`src/rtl/branch_alu_ctrl_unit.sv`:
```
// ID->EX decode register: ALU control, relative branch target, branch condition
// and next-PC selection for the 8-bit accumulator pipeline, all in one stage.
module branch_alu_ctrl_unit (
    input  logic        clk,
    input  logic        rst_n,
    input  logic        en,
    input  logic        flush,
    input  logic [15:0] instr,
    input  logic [9:0]  pc,
    input  logic        za,
    input  logic        zb,
    input  logic        ca,
    input  logic        cb,
    input  logic        na,
    input  logic        nb,
    output logic [2:0]  alu_ctl,
    output logic        is_branch,
    output logic        is_jump,
    output logic        taken,
    output logic [9:0]  branch_target,
    output logic [9:0]  next_pc
);

    localparam logic [2:0] ALU_ADD  = 3'd0;
    localparam logic [2:0] ALU_PASS = 3'd7;
    localparam logic [3:0] COND_JUMP = 4'hF;

    logic [5:0] opcode;
    logic [9:0] cst;
    logic [3:0] cond;

    logic [2:0] alu_ctl_d,       alu_ctl_q;
    logic       is_branch_d,     is_branch_q;
    logic       is_jump_d,       is_jump_q;
    logic       taken_d,         taken_q;
    logic [9:0] branch_target_d, branch_target_q;
    logic [9:0] next_pc_d,       next_pc_q;

    assign opcode = instr[15:10];
    assign cst    = instr[9:0];
    assign cond   = opcode[3:0];

    function automatic logic [2:0] alu_decode(input logic [5:0] op);
        logic [2:0] code;
        case (op[5:4])
            2'b00, 2'b01: code = op[4:2];
            2'b10:        code = ALU_ADD;
            default:      code = ALU_PASS;
        endcase
        return code;
    endfunction

    // Conditions C..E are reserved and never redirect; JUMP is handled separately.
    function automatic logic cond_met(
        input logic [3:0] c,
        input logic       fza, input logic fzb,
        input logic       fca, input logic fcb,
        input logic       fna, input logic fnb
    );
        logic r;
        case (c)
            4'h0: r = fza;
            4'h1: r = !fza;
            4'h2: r = fca;
            4'h3: r = !fca;
            4'h4: r = fna;
            4'h5: r = !fna;
            4'h6: r = fzb;
            4'h7: r = !fzb;
            4'h8: r = fcb;
            4'h9: r = !fcb;
            4'hA: r = fnb;
            4'hB: r = !fnb;
            default: r = 1'b0;
        endcase
        return r;
    endfunction

    always_comb begin
        alu_ctl_d       = alu_decode(opcode);
        is_branch_d     = 1'b0;
        is_jump_d       = 1'b0;
        taken_d         = 1'b0;
        branch_target_d = pc + cst;
        next_pc_d       = pc + 10'd1;

        if (opcode[5:4] == 2'b11) begin
            if (cond == COND_JUMP) begin
                is_jump_d = 1'b1;
                taken_d   = 1'b1;
                next_pc_d = cst;
            end else begin
                is_branch_d = 1'b1;
                taken_d     = cond_met(cond, za, zb, ca, cb, na, nb);
                if (taken_d) begin
                    next_pc_d = branch_target_d;
                end
            end
        end
    end

    // Pipeline register: flush inserts the reset-valued bubble even when stalled.
    always_ff @(posedge clk or negedge rst_n) begin
        if (!rst_n) begin
            alu_ctl_q       <= ALU_ADD;
            is_branch_q     <= 1'b0;
            is_jump_q       <= 1'b0;
            taken_q         <= 1'b0;
            branch_target_q <= '0;
            next_pc_q       <= '0;
        end else if (flush) begin
            alu_ctl_q       <= ALU_ADD;
            is_branch_q     <= 1'b0;
            is_jump_q       <= 1'b0;
            taken_q         <= 1'b0;
            branch_target_q <= '0;
            next_pc_q       <= '0;
        end else if (en) begin
            alu_ctl_q       <= alu_ctl_d;
            is_branch_q     <= is_branch_d;
            is_jump_q       <= is_jump_d;
            taken_q         <= taken_d;
            branch_target_q <= branch_target_d;
            next_pc_q       <= next_pc_d;
        end
    end

    assign alu_ctl       = alu_ctl_q;
    assign is_branch     = is_branch_q;
    assign is_jump       = is_jump_q;
    assign taken         = taken_q;
    assign branch_target = branch_target_q;
    assign next_pc       = next_pc_q;

endmodule

```
`config.mk`:
```
export PLATFORM = sky130hd
export DESIGN_NAME = branch_alu_ctrl_unit
export DESIGN_NICKNAME = d
export VERILOG_FILES = /design/src/rtl/branch_alu_ctrl_unit.sv
export SDC_FILE = /design/constraint.sdc
export NUM_CORES = 1
export LEC_CHECK = 0
export ABC_CLOCK_PERIOD_IN_PS = 1240
export BUFFER_PORTS_ARGS = -buffer_cell sky130_fd_sc_hd__buf_2
export CAP_MARGIN = 40
export CORE_ASPECT_RATIO = 1.5
export CORE_MARGIN = 1
export CORE_UTILIZATION = 35
export CTS_CLUSTER_DIAMETER = 150
export DETAILED_ROUTE_END_ITERATION = 16
export GPL_TIMING_DRIVEN = 1
export SYNTH_ARGS = -nofsm -noshare
export SYNTH_HDL_FRONTEND = slang
export SYNTH_SLANG_ARGS = --single-unit
```
`constraint.sdc`:
```
create_clock -name clk -period 1.24 [get_ports clk]
set_input_delay 0.124 -clock clk [delete_from_list [all_inputs] [get_ports clk]]
set_output_delay 0.124 -clock clk [all_outputs]
set_load 0.1 [all_outputs]
```
# Word level (Yosys, flattened, before mapping)
# Index checks and enable logic that the tools add are counted.
# op_classes
n_reduce_logical	10
n_eq_ne	15
mux	25
addsub	2
# ops
op	n
$mux W10	7
$eq A4 B4 Y1 const B	5
$eq A4 B3 Y1 const B	4
$mux W1	14
$pmux W1 S12	1
$add A10 B1 Y10 const B	1
$add A10 B10 Y10	1
$eq A4 B2 Y1 const B	2
$logic_not A1 Y1	6
$mux W3	2
$pmux W3 S2	1
$eq A2 B2 Y1 const B	2
$eq A4 B1 Y1 const B	1
$logic_not A4 Y1	1
$eq A2 B1 Y1 const B	1
$logic_not A2 Y1	1
$reduce_bool A2 Y1	1
$reduce_or A2 Y1	1
# word_totals
register_bits	26
word_cells	58
output_inout_bits	26
in_bits	36

# Longest topological paths before layout
# logic_depth
depth_word	9
depth_mapped	9
depth_no_buf	9

# Worst setup path before layout
# OpenSTA, ideal clock, no wires.
# synth_timing
path_kind	input port to flip-flop
start	input port instr[0]
end	register next_pc_q[6] (netlist: next_pc[6])
path_stages	9
arrival_time_ns	1.564
required_time_ns	1.145
setup_time_ns	0.095
slack_ns	-0.420
n_path_buf	0
path_cell_list	ha_1 -> inv_1 -> fa_1 -> nor2b_1 -> o2111ai_1 -> nand3b_1 -> xor2_1 -> nor2_1 -> o31ai_1
# synth_between
elab_chain_len	6
# synth_rtl
item	line_no	source
start: declaration	8	input logic [15:0] instr,
$add A10 B10 Y10	84	branch_target_d = pc + cst;
$mux W10	95	if (taken_d) begin
$mux W10	88	if (cond == COND_JUMP) begin
$mux W10	87	if (opcode[5:4] == 2'b11) begin
$mux W10	118	end else if (en) begin
$mux W10	111	end else if (flush) begin
end signal: assignment	124	next_pc_q <= next_pc_d;
end: declaration	37	logic [9:0] next_pc_d, next_pc_q;
# No other way between the ends. The select of a mux whose other input is x is not followed.
# A chain may end at the register's enable or synchronous reset.

# Worst setup path after layout
# layout_timing
start	input port instr[11]
end	register next_pc_q[3] (netlist: next_pc[3])
# layout_between
elab_chain_len	9
word_cells_on_any_way	21
cone_classes	12 x eq/ne; 8 x mux; 1 x reduce/logical
# layout_rtl
item	line_no	source
$eq A4 B4 Y1, or another cell as far along	61	case (c)
$pmux W1 S12	61	
$mux W1	88	
$mux W1	87	
$mux W10	95	
$mux W10 *	88	
$mux W10 *	87	
$mux W10 *	118	
$mux W10 *	111	
# Mark *: on every way between the ends. The rest lies on a longest branch, timed or not. The select of a mux whose other input is x is not followed.

==> impl_metrics.tcl <==
set metrics [dict create \
    grt_pass1_wl_um 9240 \
    p_leak_nw 1.55 \
    nets 378 \
    min_path_cells 2 \
    die_h_um 93.4 \
    worst_clock_skew_ns 0 \
    dieArea_mm2 0.00588 \
    cp-startpoint "instr[11]" \
    clkPwrFrac 0.173 \
    relSlewSlack 0.621 \
    rsz0062_at_grt "yes" \
    violations "setup timing" \
    synth_edf_count 0 \
    grt_max_degree 27 \
    grt_use_total 0.201 \
    cts-root-buf "clkbuf_8" \
    async_flop_share 1.00 \
    grt-ovfl-total 0 \
    cp-end-kind "register" \
    synthCells 215 \
    critical_path_class "in -> reg" \
    hold_path.class "in -> reg" \
    synth_mux_area_frac 0.0872 \
    htreeDepth 1 \
    pin_count 62 \
    cap_viol_max_count 0 \
    die_w_um 63.0 \
    drc 0 \
    wl_per_cell_um 14.9 \
    yosys_warnings 0 \
    antenna_cells 0 \
    period_needed_ns 1.52 \
    ir_worst_vdd_mv 0.397 \
    r2r-end "next_pc[9]" \
    synthSimpleGateAreaFrac 0.211 \
    synth-adder-area-share 0.0744 \
    synth_xor_xnor_area_share 0.0757 \
    critPathArrivalTime_ns 1.70 \
    cts_inserted_buffers 3 \
    synth_nets 262 \
    p_sw_mw 1.33 \
    flow.area_growth_from_synthesis_pct 67.5 \
    setup_viol 16 \
    path_max_fanout 6 \
    cts_sinks 26 \
    synth_seq_cells 26 \
    synth_ff_type "dfrtp_1" \
    hold_viol 0 \
    seq_area_frac_synth 0.334 \
    setup_tns_ns -3.42 \
    num_rows 32 \
    drt_iter0_drc 93 \
    synth_compound_area_frac 0.187 \
    ys_types 48 \
    syn_area_mm2 0.00195 \
    rrSetupSlack_ns 0.27 \
    vias 2053 \
    synth_top_family_by_area "simple AND/OR/NAND/NOR gates" \
    via_per_inst 5.16 \
    synth_area_per_cell_um2 9.07 \
    switching_share 0.419 \
    required_ns 1.42 \
    place_congestion 0.800 \
    layout_commonest_cell "buf_4" \
    status "finished, violations left" \
    cts_tree "built" \
    antenna_found_initial 0 \
    timing.fmax_mhz 660 \
    worst_setup_path_start_kind "input port" \
    post_route_cells_drive_above_1_share 0.527 \
    clkLatencyLatePin_ns 0.27 \
    cts_buffer_depth 2 \
    powerDensity_mw_per_mm2 973 \
    stdcell_area_mm2 0.00327 \
    post-place-ws_ns -0.694 \
    wirelength_um 5950 \
    reg2reg_depth 3 \
    layout_common_cells "buf_4, buf_2, nor2_1" \
    hp-start "flush" \
    r2r_start "next_pc[9]" \
    first_pass_iters 5 \
    place_area_mm2 0.00289 \
    period_share 1.22 \
    ant_nets 0 \
    grt_pass1_vias 2043 \
    tightest_slew_ns 0.568 \
    core_mm2 0.00525 \
    hold_path_end "taken" \
    power_frac_seq 0.303 \
    place_hpwl_um 4630 \
    clk_pin_slew_worst_paths_ns 0.09 \
    internal_power_mw 1.85 \
    worst_slack_ns -0.276 \
    io_buffers 61 \
    pwr-share-comb 0.525 \
    initial_utilization 0.372 \
    slew_violations 0 \
]
[power groups by stage]
stage,clock network (mW),logic (mW),registers (mW)
finish,0.549,1.67,0.963
global route,0.575,1.76,0.970
CTS,0.560,1.59,0.963
detailed placement,0,1.48,0.979
global placement,0,1.47,0.977
floorplan,0,0.479,1.46
[stage by stage]
step,power (mW),utilization,std cells,hold slack [ns]
after global routing,3.30,0.623,398,0.169
after floorplan,1.94,-,215,-0.172
after global placement,2.45,0.551,388,0.151
after CTS,3.11,0.598,395,0.149
after detailed placement,2.46,0.551,388,0.151
final,3.18,0.623,398,0.154
[worst max-delay path by stage]
stage | endpoint | slack (ns) | cells past startpoint
6_report | next_pc[3] | -0.28 | 8
3_3_place_gp | next_pc[6] | -0.58 | 10
2_1_floorplan | next_pc[5] | -0.37 | 6
5_1_grt | next_pc[6] | -0.35 | 10
4_1_cts | next_pc[3] | -0.28 | 8
3_5_place_dp | next_pc[6] | -0.69 | 10
[cell type report]
| type | count | area (µm²) |
|---|---|---|
| multi-input combinational | 177 | 1550 |
| tap | 68 | 85.1 |
| inverter | 4 | 15.0 |
| fill | 469 | 1980 |
| clock buffer | 4 | 55.1 |
| timing repair buffer | 119 | 907 |
| sequential | 26 | 654 |
[worst max-delay path, cell delays in order]
cell     delay, ns
buf_8         0.07
mux4_2        0.51
xnor2_2       0.17
mux2i_4       0.20
buf_6         0.14
nand3_4       0.10
and3_1        0.17
o31ai_1       0.21
[metal layers]
metal / wire [µm] / global-route usage
met5: 0 / 0
met3: 211 / 0.0134
met4: 121 / 0.0717
met1: 2280 / 0.218
met2: 3330 / 0.396
[state kept, by name, summed over array words and instances (netlist names)]
name and count:
branch_target 10, alu_ctl 3, is_branch 1, taken 1, next_pc 10, is_jump 1
[synth_stat cells (all sizes together), types with 2 or more instances]
master   n  area [µm²]
nor2    29         109
dfrtp   26         651
nand2   17        63.8
o21ai   16        83.8
mux2i   12         133
xor2    11        96.3
ha      10         125
and3     8        50.1
a21oi    7        35.0
nand4    7        43.8
clkbuf   6        22.5
nand2b   5        31.3
nand3    5        37.5
nor2b    5        31.3
o31ai    5        37.5
xnor2    5        51.3
a211oi   4        30.0
inv      4        15.0
a21o     3        22.5
a311oi   3        32.5
buf      3        23.8
nor3     3        15.0
o211a    2        20.0
o221ai   2        17.5
o22ai    2        12.5
[cells by family (layout without fill, tap and decap cells)]
kind of cell	count (synthesis)	in the layout
simple gates	83	84
mux	14	14
buf+inv	13	127
fa+ha+maj	11	11
compound gates	52	52
xor+xnor	16	16
flops	26	26
[repair_timing]
action	in CTS	in global routing
endpoints found under the hold margin	26	0
buffers inserted	1	3
endpoints found under the setup margin	19	18
hold buffers	1	0
pin swaps	21	18
gates cloned	1	0
gates resized for setup	36	28
Power figures use the tool's default switching activity.
